==> config.mk <==
export PLATFORM = sky130hd
export DESIGN_NAME = game_mem_ctrl
export DESIGN_NICKNAME = d
export VERILOG_FILES = /design/src/rtl/game_pkg.sv /design/src/rtl/game_mem_scan.sv /design/src/rtl/game_mem_ctrl.sv
export SDC_FILE = /design/constraint.sdc
export NUM_CORES = 1
export LEC_CHECK = 0
export BUFFER_PORTS_ARGS = -buffer_cell sky130_fd_sc_hd__buf_2
export CAP_MARGIN = 15
export CORE_AREA = 2 2 136 112
export DETAILED_ROUTE_END_ITERATION = 7
export DIE_AREA = 0 0 138 114
export PLACE_DENSITY = 0.79
export SLEW_MARGIN = 20
export SYNTH_ARGS = -nofsm -noshare
export SYNTH_HDL_FRONTEND = slang
export SYNTH_SLANG_ARGS = --single-unit
==> constraint.sdc <==
create_clock -name clk -period 2.96 [get_ports clk]
set_clock_uncertainty 0.15 [all_clocks]
set_input_delay 0.592 -clock clk [delete_from_list [all_inputs] [get_ports clk]]
set_output_delay 0.592 -clock clk [all_outputs]
set_load 0.02 [all_outputs]
==> src/rtl/game_pkg.sv <==
// Shared types and default sizes for the game memory controller.
package game_pkg;

  localparam int ENTRIES_D = 16;
  localparam int ADDR_W_D  = 4;
  localparam int DATA_W_D  = 8;
  localparam int CNT_W_D   = 5;

  typedef enum logic [1:0] {
    S_IDLE,
    S_SCAN,
    S_DONE
  } srch_st_e;

endpackage

==> src/rtl/game_mem_scan.sv <==
// Sequential key search: walks the entries one per cycle
// and reports the first valid match.
module game_mem_scan #(
  parameter int ENTRIES    = 16,
  parameter int ADDR_WIDTH = 4,
  parameter int DATA_WIDTH = 8
) (
  input  logic                  clk,
  input  logic                  rstn,
  input  logic                  start,
  input  logic                  clr,
  input  logic [DATA_WIDTH-1:0] key,
  input  logic [ENTRIES-1:0]    valid,
  input  logic [DATA_WIDTH-1:0] cur_data,
  output logic [ADDR_WIDTH-1:0] idx,
  output logic                  busy,
  output logic                  done,
  output logic                  hit,
  output logic [ADDR_WIDTH-1:0] hit_idx
);
  import game_pkg::*;

  srch_st_e              st, st_n;
  logic [ADDR_WIDTH-1:0] idx_n, hidx_n;
  logic [DATA_WIDTH-1:0] key_q, key_n;
  logic                  hit_n;
  logic                  last;

  assign last = (idx == ADDR_WIDTH'(ENTRIES - 1));
  assign busy = (st == S_SCAN);
  assign done = (st == S_DONE);

  always_ff @(posedge clk or negedge rstn) begin
    if (!rstn) begin
      st      <= S_IDLE;
      idx     <= '0;
      key_q   <= '0;
      hit     <= 1'b0;
      hit_idx <= '0;
    end else begin
      st      <= st_n;
      idx     <= idx_n;
      key_q   <= key_n;
      hit     <= hit_n;
      hit_idx <= hidx_n;
    end
  end

  // A clear during the scan wins over a match seen the same cycle.
  always_comb begin
    st_n   = st;
    idx_n  = idx;
    key_n  = key_q;
    hit_n  = hit;
    hidx_n = hit_idx;
    unique case (st)
      S_IDLE: begin
        if (start) begin
          st_n  = S_SCAN;
          idx_n = '0;
          key_n = key;
        end
      end
      S_SCAN: begin
        if (clr) begin
          st_n   = S_DONE;
          hit_n  = 1'b0;
          hidx_n = '0;
        end else if (valid[idx] && cur_data == key_q) begin
          st_n   = S_DONE;
          hit_n  = 1'b1;
          hidx_n = idx;
        end else if (last) begin
          st_n   = S_DONE;
          hit_n  = 1'b0;
          hidx_n = '0;
        end else begin
          idx_n = idx + 1'b1;
        end
      end
      S_DONE:  st_n = S_IDLE;
      default: st_n = S_IDLE;
    endcase
  end

endmodule

==> src/rtl/game_mem_ctrl.sv <==
// Valid-tracked game value store with registered read,
// bulk clear, occupancy status and first-match search.
module game_mem_ctrl
  import game_pkg::*;
#(
  parameter int ENTRIES    = ENTRIES_D,
  parameter int ADDR_WIDTH = ADDR_W_D,
  parameter int DATA_WIDTH = DATA_W_D,
  parameter int CNT_WIDTH  = CNT_W_D
) (
  input  logic                  clk,
  input  logic                  rstn,
  input  logic                  wr_en,
  input  logic [ADDR_WIDTH-1:0] wr_addr,
  input  logic [DATA_WIDTH-1:0] wr_data,
  input  logic                  rd_en,
  input  logic [ADDR_WIDTH-1:0] rd_addr,
  output logic [DATA_WIDTH-1:0] rd_data,
  output logic                  rd_vld,
  output logic                  rd_hit,
  input  logic                  clr_all,
  input  logic                  srch_start,
  input  logic [DATA_WIDTH-1:0] srch_key,
  output logic                  srch_busy,
  output logic                  srch_done,
  output logic                  srch_hit,
  output logic [ADDR_WIDTH-1:0] srch_idx,
  output logic [CNT_WIDTH-1:0]  occupancy,
  output logic                  full,
  output logic                  empty
);

  logic [DATA_WIDTH-1:0] mem [ENTRIES];
  logic [ENTRIES-1:0]    valid;
  logic [ADDR_WIDTH-1:0] scan_idx;
  logic                  wr_in, rd_in, wr_ok;

  assign wr_in = 32'(wr_addr) < ENTRIES;
  assign rd_in = 32'(rd_addr) < ENTRIES;
  assign wr_ok = wr_en && !clr_all && wr_in;

  assign full  = (occupancy == CNT_WIDTH'(ENTRIES));
  assign empty = (occupancy == '0);

  // Data array carries no reset; valid bits gate every use.
  always_ff @(posedge clk) begin
    if (wr_ok) mem[wr_addr] <= wr_data;
  end

  always_ff @(posedge clk or negedge rstn) begin
    if (!rstn) begin
      valid     <= '0;
      occupancy <= '0;
    end else if (clr_all) begin
      valid     <= '0;
      occupancy <= '0;
    end else if (wr_ok) begin
      valid[wr_addr] <= 1'b1;
      if (!valid[wr_addr]) occupancy <= occupancy + CNT_WIDTH'(1);
    end
  end

  always_ff @(posedge clk or negedge rstn) begin
    if (!rstn) begin
      rd_vld  <= 1'b0;
      rd_hit  <= 1'b0;
      rd_data <= '0;
    end else begin
      rd_vld <= rd_en;
      if (rd_en) begin
        rd_hit  <= rd_in && valid[rd_addr];
        rd_data <= (rd_in && valid[rd_addr]) ? mem[rd_addr] : '0;
      end
    end
  end

  game_mem_scan #(
    .ENTRIES    (ENTRIES),
    .ADDR_WIDTH (ADDR_WIDTH),
    .DATA_WIDTH (DATA_WIDTH)
  ) u_scan (
    .clk      (clk),
    .rstn     (rstn),
    .start    (srch_start),
    .clr      (clr_all),
    .key      (srch_key),
    .valid    (valid),
    .cur_data (mem[scan_idx]),
    .idx      (scan_idx),
    .busy     (srch_busy),
    .done     (srch_done),
    .hit      (srch_hit),
    .hit_idx  (srch_idx)
  );

endmodule

[Word level (Yosys, flattened, before mapping)]
Memories as Yosys holds them, arrays and structs flattened.
Index checks and enable logic that the tools add are counted.
Operators by class
  equal/unequal tests: 11
  reduce and logical (&&, ||, !) cells: 14
  divide/modulo/power cells: 0
  mux-type cells: 32
  add/subtract/negate cells: 2
  multipliers: 0
  order comparisons: 4
  bitwise gates (word level): 1
  shift-type cells: 0
Operators with widths (number)
  16-bit 2-to-1 mux: 2
  4-bit 2-to-1 mux: 7
  16-bit OR: 1
  4-bit by 5-bit < comparator with 1-bit output (second input constant): 3
  5-bit 2-to-1 mux: 3
  1-bit binary-select mux with 4-bit select: 3
  2-bit != test (second input constant): 5
  1-bit 2-to-1 mux: 9
  8-bit equality test: 1
  2-bit 2-to-1 mux: 4
  8-bit 2-to-1 mux: 1
  4-bit case mux with 2 select lines: 1
  2-bit AND reduction: 4
  5-bit by 1-bit adder with 5-bit output (second input constant): 1
  5-bit equality test (second input constant): 1
  5-bit logical NOT: 1
  5-bit AND reduction: 1
  4-bit by 1-bit adder with 4-bit output (second input constant): 1
  1-bit demux with 4-bit select: 1
  4-bit equality test (second input constant): 1
  4-bit by 1-bit >= comparator with 1-bit output (second input constant): 1
  4-bit by 2-bit != test with 1-bit output (second input constant): 1
  2-bit case mux with 2 select lines: 1
  2-bit nonzero test: 2
  other kinds (6): 8
Storage, ports and cells
  output and inout bits: 24
  memory bits (writable): 128
  memories: 1
  word-level logic and storage cells: 75
  bits in latches: 0
  register bits: 50
  ROM bits: 0
Memory list
  mem: depth 16, width 8, read ports 2, clocked after memory_dff 0, write ports 1, line game_mem_ctrl.sv:33  | logic [DATA_WIDTH-1:0] mem [ENTRIES];

[Longest topological paths before layout]
Gate-level depths: netlist of run 1.
  word-level depth: 7
  depth in mapped cells: 11

[Modules after synthesis]
Synthesis of run 1 repeated with hierarchy kept, for this count alone.
Unflattened totals
  cells, all modules: 500
  area, all modules: 8589.5 sq um
Modules (own cells, without submodules)
  game_mem_ctrl: area each 7354.6 sq um, cells each 388, instances 1, seq. area each 4619.4 sq um
  game_mem_scan: area each 1234.9 sq um, cells each 112, instances 1, seq. area each 475.5 sq um

[Least setup slack after synthesis of run 1]
OpenSTA, ideal clock, no wires.
  path type: input to register
  start: input port rd_addr[0]
  end: register rd_data[5]
  path buffers: 2
  library setup time: 0.136 ns
  cell stages on the path: 6
  slack: 0.209 ns
  arrival time: 2.466 ns
  data required time: 2.674 ns
  cells stage by stage: clkbuf_1 -> buf_2 -> mux4_2 -> mux4_2 -> nand3_1 -> o21ai_0
Between the ends
  cells in the longest elaborated chain, start to end: 3
  elaborated cells on any way between the ends: 4
Ends and longest elaborated chain
  start: declaration: line game_mem_ctrl.sv:17  | input logic [ADDR_WIDTH-1:0] rd_addr,
  1-bit binary-select mux with 4-bit select: line game_mem_ctrl.sv:72  | rd_data <= (rd_in && valid[rd_addr]) ? mem[rd_addr] : '0;
  1-bit 2-to-1 mux (implied by the code): line game_mem_ctrl.sv:72
  8-bit 2-to-1 mux (*): line game_mem_ctrl.sv:72
  end signal: assignment: line game_mem_ctrl.sv:72
  end: declaration: line game_mem_ctrl.sv:18  | output logic [DATA_WIDTH-1:0] rd_data,
Every way passes the cells marked *; elsewhere a longest branch is shown, timed or not. The select of a mux whose other input is x is not followed.
A chain may end at the register's enable or synchronous reset.

[Final worst setup path of run 1]
  start: register u_scan.idx[0]
  end: register u_scan.hit_idx[1]
Between the ends
  cells in the longest elaborated chain, start to end: 5
  elaborated cells on any way between the ends: 10
Ends and longest elaborated chain
  start: declaration: line game_mem_scan.sv:15  | output logic [ADDR_WIDTH-1:0] idx,
  start signal: assignment: line game_mem_scan.sv:42  | idx <= idx_n;
  memory read 16 x 8 bit or 1-bit binary-select mux with 4-bit select (tied branches)
  8-bit equality test or 1-bit 2-to-1 mux (tied branches): line game_mem_scan.sv:69  | end else if (valid[idx] && cur_data == key_q) begin
  1-bit logical AND: line game_mem_scan.sv:69
  3-bit nonzero test (no source line) or 4-bit 2-to-1 mux (tied branches)
  2-bit AND reduction (no source line) or 4-bit 2-to-1 mux (tied branches)
  end signal: assignment: line game_mem_scan.sv:45  | hit_idx <= hidx_n;
  end: declaration: line game_mem_scan.sv:19  | output logic [ADDR_WIDTH-1:0] hit_idx
Several ways; a longest one is shown, not always the timed one. The select of a mux whose other input is x is not followed.

==> reports/results.ini, run 1 <==
[sta]
tightestPinTransition_ps = 646
fin_crit_sh_pct = 96.9
setup_viol = 0
max_slew_margin_pct = 56.9
drv_slew = 0
clock.fmax_mhz = 349
setup_slack_ps = 92.9
hold_viol_final = 0
fin_crit_ps = 2870

[clock_network]
cts-root-buf = clkbuf_16
cts.sink_count = 178
ctsHoldBuffers = 0
cts_buffer_depth = 2
clk_latency_ps = 440
path_clk_slew_ps = 70
cts_tree = done
htreeDepth = 4
numCtsBuffers = 17

[hold_path]
hold_path.class = in2async

[routing]
viasPerCell = 6.61
drt-initial-drc-count = 628
routed_wl_um = 21400
final_antenna_net_count = 0
wl_per_cell_um = 27.1
first_pass_iters = 6
drc = 0
vias = 5199

[logic_synthesis]
seq_area_frac_synth_pct = 59.3
async_flop_share_pct = 28.1
synth_edf_count = 128
synthDistinctLibCells = 46
ys_seq_elements = 178
netlist_area_um2 = 8590
syn_nets = 527
synth.yosys.warnings = 0
synth_cells = 494
yosys_most_used_dff = edfxtp_1
avgSynthCellArea_um2 = 17.4

[final_layout]
fillers = 898
finalNetCount = 616
final_common_cell = edfxtp_1
finalNonFillerCells = 787
syn_to_final_growth_pct = 16.3
drive_gt1_share_pct = 36.9
multi_input_area_um2 = 3230
final_cell_mix = 128 x edfxtp_1, 70 x mux4_2, 53 x buf_2, 47 x dfrtp_1, 44 x buf_4
seqCellArea_um2 = 5100

[grt]
overflow = 0
grt_pass1_wl_um = 32300
grt_max_degree = 51
grt_pass1_vias = 5316
track_usage_pct = 28.6
antenna_found_initial = 2

[placement]
place.gp.congestion = 0.910
portBuffers = 53
place_hpwl_um = 14400
pre_cts_ws_ps = 66.5
dp.cells = 747

[worst_setup_path]
worst_path_largest_cell_delay_ps = 520
cpLargestDelayFamily = multiplexers
cp_num_buf_inv = 1
crit_path_top_delay_cell = mux4_2
cp_max_fo = 19
crit_arrival_ps = 3020
critPathCaptureType = register
r2r_start = u_scan.idx[0]
crit_chain = buf_12 -> mux4_2 -> mux2i_1 -> mux2i_2 -> xnor2_1 -> nand2_2 -> o31a_1 -> a32oi_1 -> o21ai_1
startpoint = u_scan.idx[0]
critPathKind = reg2reg
crit_required_ps = 3120
startpoint_type = register

[pwr]
ir_drop_mv = 0.625
power.density_nw_per_um2 = 698
p_leak_nw = 3.88
power.total_mw = 6.98

[floorplan]
num_rows = 40
io_pins = 54
die_w_um = 138
core_um2 = 14500
die_area_um2 = 15700
die_h_um = 114
start_util_pct = 59.2

[flow_run]
cap_violations = 0

[run_status]
status = finished, final reports clean

==> metal layers <==
layer  up-vias  global-route usage [%]  routed length [um]  share of wire, %
met5         -                       0                   0                 0
met4         0                    12.1                 585               2.7
met2       360                    44.3               10300                48
met3        46                    9.19                2290                11
li1       2175                       -                   -                 -
met1      2618                    38.3                8200                38
==> path summary, 6_finish.rpt <==
| kind | endpoint | slack (ps) | cells after the start |
|---|---|---|---|
| min in group clk | u_scan.key_q[4] | 200 | 3 |
| setup reg to reg | u_scan.hit_idx[1] | 90 | 9 |
| max in group asynchronous | u_scan.idx[3] | 2080 | 2 |
| setup / recovery | u_scan.hit_idx[1] | 90 | 9 |
| hold reg to reg | rd_data[7] | 380 | 2 |
| hold / removal | valid[1] | 120 | 2 |
==> power breakdown <==
group          internal (mW)  switching [mW]
logic                  0.738           0.776
registers               2.81           0.164
clock network           1.51           0.977
==> synth_stat cells (2+ instances only) <==
library cell  instances  area, um^2
xnor2_1               7        61.3
mux4_1               17         447
buf_6                 6        67.6
o22ai_1               3        18.8
buf_12                2        40.0
ha_1                  3        37.5
a21oi_1               4        20.0
edfxtp_1            128        3840
or3_1                 2        12.5
nor3_1                5        25.0
nor2_1               21        78.8
o21ai_1               5        25.0
o21ai_0               9        45.0
nand4_1               2        12.5
dfrtp_1              50        1250
nand3_1              13        65.1
buf_4                 2        15.0
a21o_1               16         120
xnor2_2               3        48.8
inv_1                14        52.6
a32oi_1               4        35.0
mux2i_1              27         270
mux4_2               70        1580
buf_2                 6        30.0
nand2_1              37         139
nand2b_1              4        25.0
clkbuf_1             15        56.3
==> worst reg2reg max path, delay by kind of cell, from the launching register on <==
| kind | cells | cell delay [ps] |
|---|---|---|
| mux | 3 | 890 |
| compound gates | 3 | 690 |
| flops | 1 | 490 |
| buf+inv | 1 | 220 |
| xor+xnor | 1 | 200 |
| simple gates | 1 | 110 |
==> flip-flops by register name (all words and copies together), names as in the netlist <==
register	cells
valid	16
rd_vld	1
u_scan.key_q	8
u_scan.hit	1
rd_hit	1
u_scan.hit_idx	4
u_scan.idx	4
mem	128
u_scan.st	2
occupancy	5
rd_data	8
==> cells by family after synthesis <==
group / synth area share [%]
fa+ha+maj: 0.437
compound gates: 3.36
mux: 26.8
flops: 59.3
xor+xnor: 1.38
simple gates: 5.34
buf+inv: 3.35
==> metrics by stage <==
stage / util (%) / area (um^2) / TNS [ps] / hold WS [ps]
6_report: 68.8 / 9990 / 0 / 119
5_1_grt: 68.8 / 9990 / -20.3 / 170
4_1_cts: 68.2 / 9900 / 0 / 130
3_5_place_dp: 63.7 / 9250 / 0 / 355
3_3_place_gp: 63.7 / 9250 / 0 / 336
2_1_floorplan: - / 8590 / 0 / 146
==> cell type report <==
type                       count  share of cell area [%]
sequential                   178                    51.0
antenna                        2                  0.0501
clock buffer                  17                    4.26
timing repair buffer         103                    7.07
clock inverter                15                    2.29
tap                          189                    2.37
multi-input combinational    267                    32.3
inverter                      16                   0.601
==> repair_timing <==
| item | CTS | global route |
|---|---|---|
| resized for setup | 1 | 7 |
| setup endpoints to repair | 7 | 9 |
| buffers inserted | 0 | 6 |
| pin swaps | 0 | 3 |
(Power assumes the default switching activity.)
==> inputs of run 2 (changes only) <==
--- a/config.mk
+++ b/config.mk
@@ -7,10 +7,10 @@
 export LEC_CHECK = 0
 export BUFFER_PORTS_ARGS = -buffer_cell sky130_fd_sc_hd__buf_2
 export CAP_MARGIN = 15
-export CORE_AREA = 2 2 136 112
+export CORE_AREA = 2 2 172 140
 export DETAILED_ROUTE_END_ITERATION = 7
-export DIE_AREA = 0 0 138 114
-export PLACE_DENSITY = 0.79
+export DIE_AREA = 0 0 174 142
+export PLACE_DENSITY = 0.54
 export SLEW_MARGIN = 20
 export SYNTH_ARGS = -nofsm -noshare
 export SYNTH_HDL_FRONTEND = slang
==> reports/results.ini, run 2 (same netlist as run 1, synthesis figures left out) <==
[pwr]
power.density_nw_per_um2 = 662  ; -5.3%
ir_drop_mv = 0.529  ; -15%
p_leak_nw = 3.88  ; about the same

[sta]
rsz0062_at_grt = false
fin_setup_tns_ps = 0  ; unchanged
hold_ws_ps = 121  ; +1.94 ps
fin_crit_sh_pct = 96.2  ; -0.68 points
clock.fmax_mhz = 351  ; +0.70%
hold_viol_final = 0  ; unchanged
max_slew_margin_pct = 56.9  ; about the same
drv_slew = 0  ; unchanged
setup_viol = 0  ; unchanged
fin_crit_ps = 2850  ; -20.0 ps
tightestPinTransition_ps = 646  ; +0.227 ps

[final_layout]
final_util_pct = 44.0  ; -25 points
finalNetCount = 620  ; +0.65%
largest_reg_flops = 128  ; unchanged
drive_gt1_share_pct = 37.2  ; +0.25 points
final_common_cell = edfxtp_1
finalNonFillerCells = 912  ; +16%
syn_to_final_growth_pct = 17.9
antenna_cells = 0  ; -2
largestRegisters = mem (128), valid (16)
top_register = mem
final_cell_mix = 128 x edfxtp_1, 70 x mux4_2, 53 x buf_2, 48 x dfrtp_1, 44 x buf_4

[floorplan]
num_rows = 50  ; +25%
start_util_pct = 37.3  ; -22 points
core_um2 = 23000  ; +59%
die_w_um = 174  ; +26%
io_pins = 54  ; unchanged
die_h_um = 142  ; +25%
die_area_um2 = 24700  ; +57%

[clock_network]
cts-root-buf = clkbuf_16
cts_tree = done
cts.sink_count = 178  ; unchanged
cts_buffer_depth = 2  ; unchanged
clk_latency_ps = 440  ; about the same
path_clk_slew_ps = 70  ; about the same
htreeDepth = 4  ; unchanged
numCtsBuffers = 17  ; unchanged

[worst_setup_path]
r2r_start = u_scan.idx[0]
startpoint = u_scan.idx[0]
r2r_end = u_scan.idx[1]
worst_path_largest_cell_delay_ps = 570  ; +50 ps
critPathKind = reg2reg
cpLargestDelayFamily = multiplexers
crit_path_top_delay_cell = mux4_1
cp_max_fo = 18  ; -1
crit_top_cell = mux2i_1
reg2reg_depth = 9  ; unchanged
r2r_slack_ps = 110  ; +20 ps
critPathCaptureType = register
path_depth = 9  ; unchanged
cp_num_buf_inv = 1  ; unchanged
crit_chain = buf_12 -> mux4_1 -> mux2i_1 -> mux2i_1 -> xnor2_1 -> nand3_2 -> or3_4 -> nand3_4 -> mux2i_2
crit_arrival_ps = 3040  ; +20 ps
critPathCapture = u_scan.idx[1]
crit_required_ps = 3150  ; +30 ps
startpoint_type = register

[grt]
grt_max_degree = 51  ; unchanged
grt_pass1_wl_um = 32400  ; +0.30%
antenna_found_initial = 1  ; -1
overflow = 0  ; unchanged
grt_pass1_vias = 5143  ; -3.3%
track_usage_pct = 18.3  ; -10 points

[run_status]
status = finished, final reports clean

[placement]
dp.cells = 872  ; +17%
portBuffers = 53  ; unchanged
place_hpwl_um = 15200  ; +5.4%
place.gp.congestion = 0.859  ; -5.7%

[routing]
viasPerCell = 5.49  ; -17%
vias = 5006  ; -3.7%
drt-initial-drc-count = 461  ; -27%
wl_per_cell_um = 23.8  ; -12%
routed_wl_um = 21700  ; +1.8%
final_antenna_net_count = 0  ; unchanged
drc = 0  ; unchanged
first_pass_iters = 5  ; -1

[hold_path]
hold_path.class = in2async

[flow_run]
cap_violations = 0  ; unchanged

## run 2: final cells by class
type / count / area [um^2]
repair buffers: 107 / 788
flip-flops and latches: 178 / 5100
well taps: 312 / 390
multi-input cells: 267 / 3230
inverters: 16 / 60.1
fillers: 2057 / 12900
clock inverters: 15 / 145
clock buffers: 17 / 425
## run 2: worst register-to-register path, cell delays in order (launching register included)
cell	delay (ps)
dfrtp_1	400
buf_12	210
mux4_1	600
mux2i_1	160
mux2i_1	150
xnor2_1	200
nand3_2	140
or3_4	430
nand3_4	90
mux2i_2	220
## run 2: worst min path at each step
stage / start / slack, ps / to / depth (start not counted)
after floorplan: rstn / 150 / occupancy[0] / 0
after global placement: rd_hit / 340 / rd_hit / 1
after detailed placement: u_scan.key_q[6] / 350 / u_scan.key_q[6] / 2
after CTS: rstn / 130 / occupancy[4] / 2
after global routing: rstn / 180 / valid[1] / 2
final: rstn / 120 / valid[0] / 2
## run 2: power by group
group          total, mW  switching, mW  internal (mW)
Clock               2.19           1.01           1.18
Sequential          2.94          0.128           2.81
Combinational       1.57          0.802          0.769
## run 2: timing repair
item | in CTS | in global routing
gates resized for setup | 0 | 8
buffers inserted | 0 | 6
setup endpoints to repair | 0 | 3
hold buffers | 0 | 0
## run 2: routing by layer
layer | part of all wire [%] | vias up | GRT usage (%)
li1 | - | 2187 | -
met1 | 45 | 2595 | 25.5
met2 | 46 | 194 | 28.5
met3 | 7.1 | 28 | 4.57
met4 | 1.5 | 2 | 5.62
met5 | 0.060 | - | 0
## run 2: through the flow
step           setup slack (ps)  instance area, um^2  power, mW
2_1_floorplan               209                 8590       4.07
3_3_place_gp                144                 9440       4.43
3_5_place_dp                105                 9440       4.44
4_1_cts                    86.4                10000       6.63
5_1_grt                    6.26                10100       7.00
6_report                    113                10100       6.70
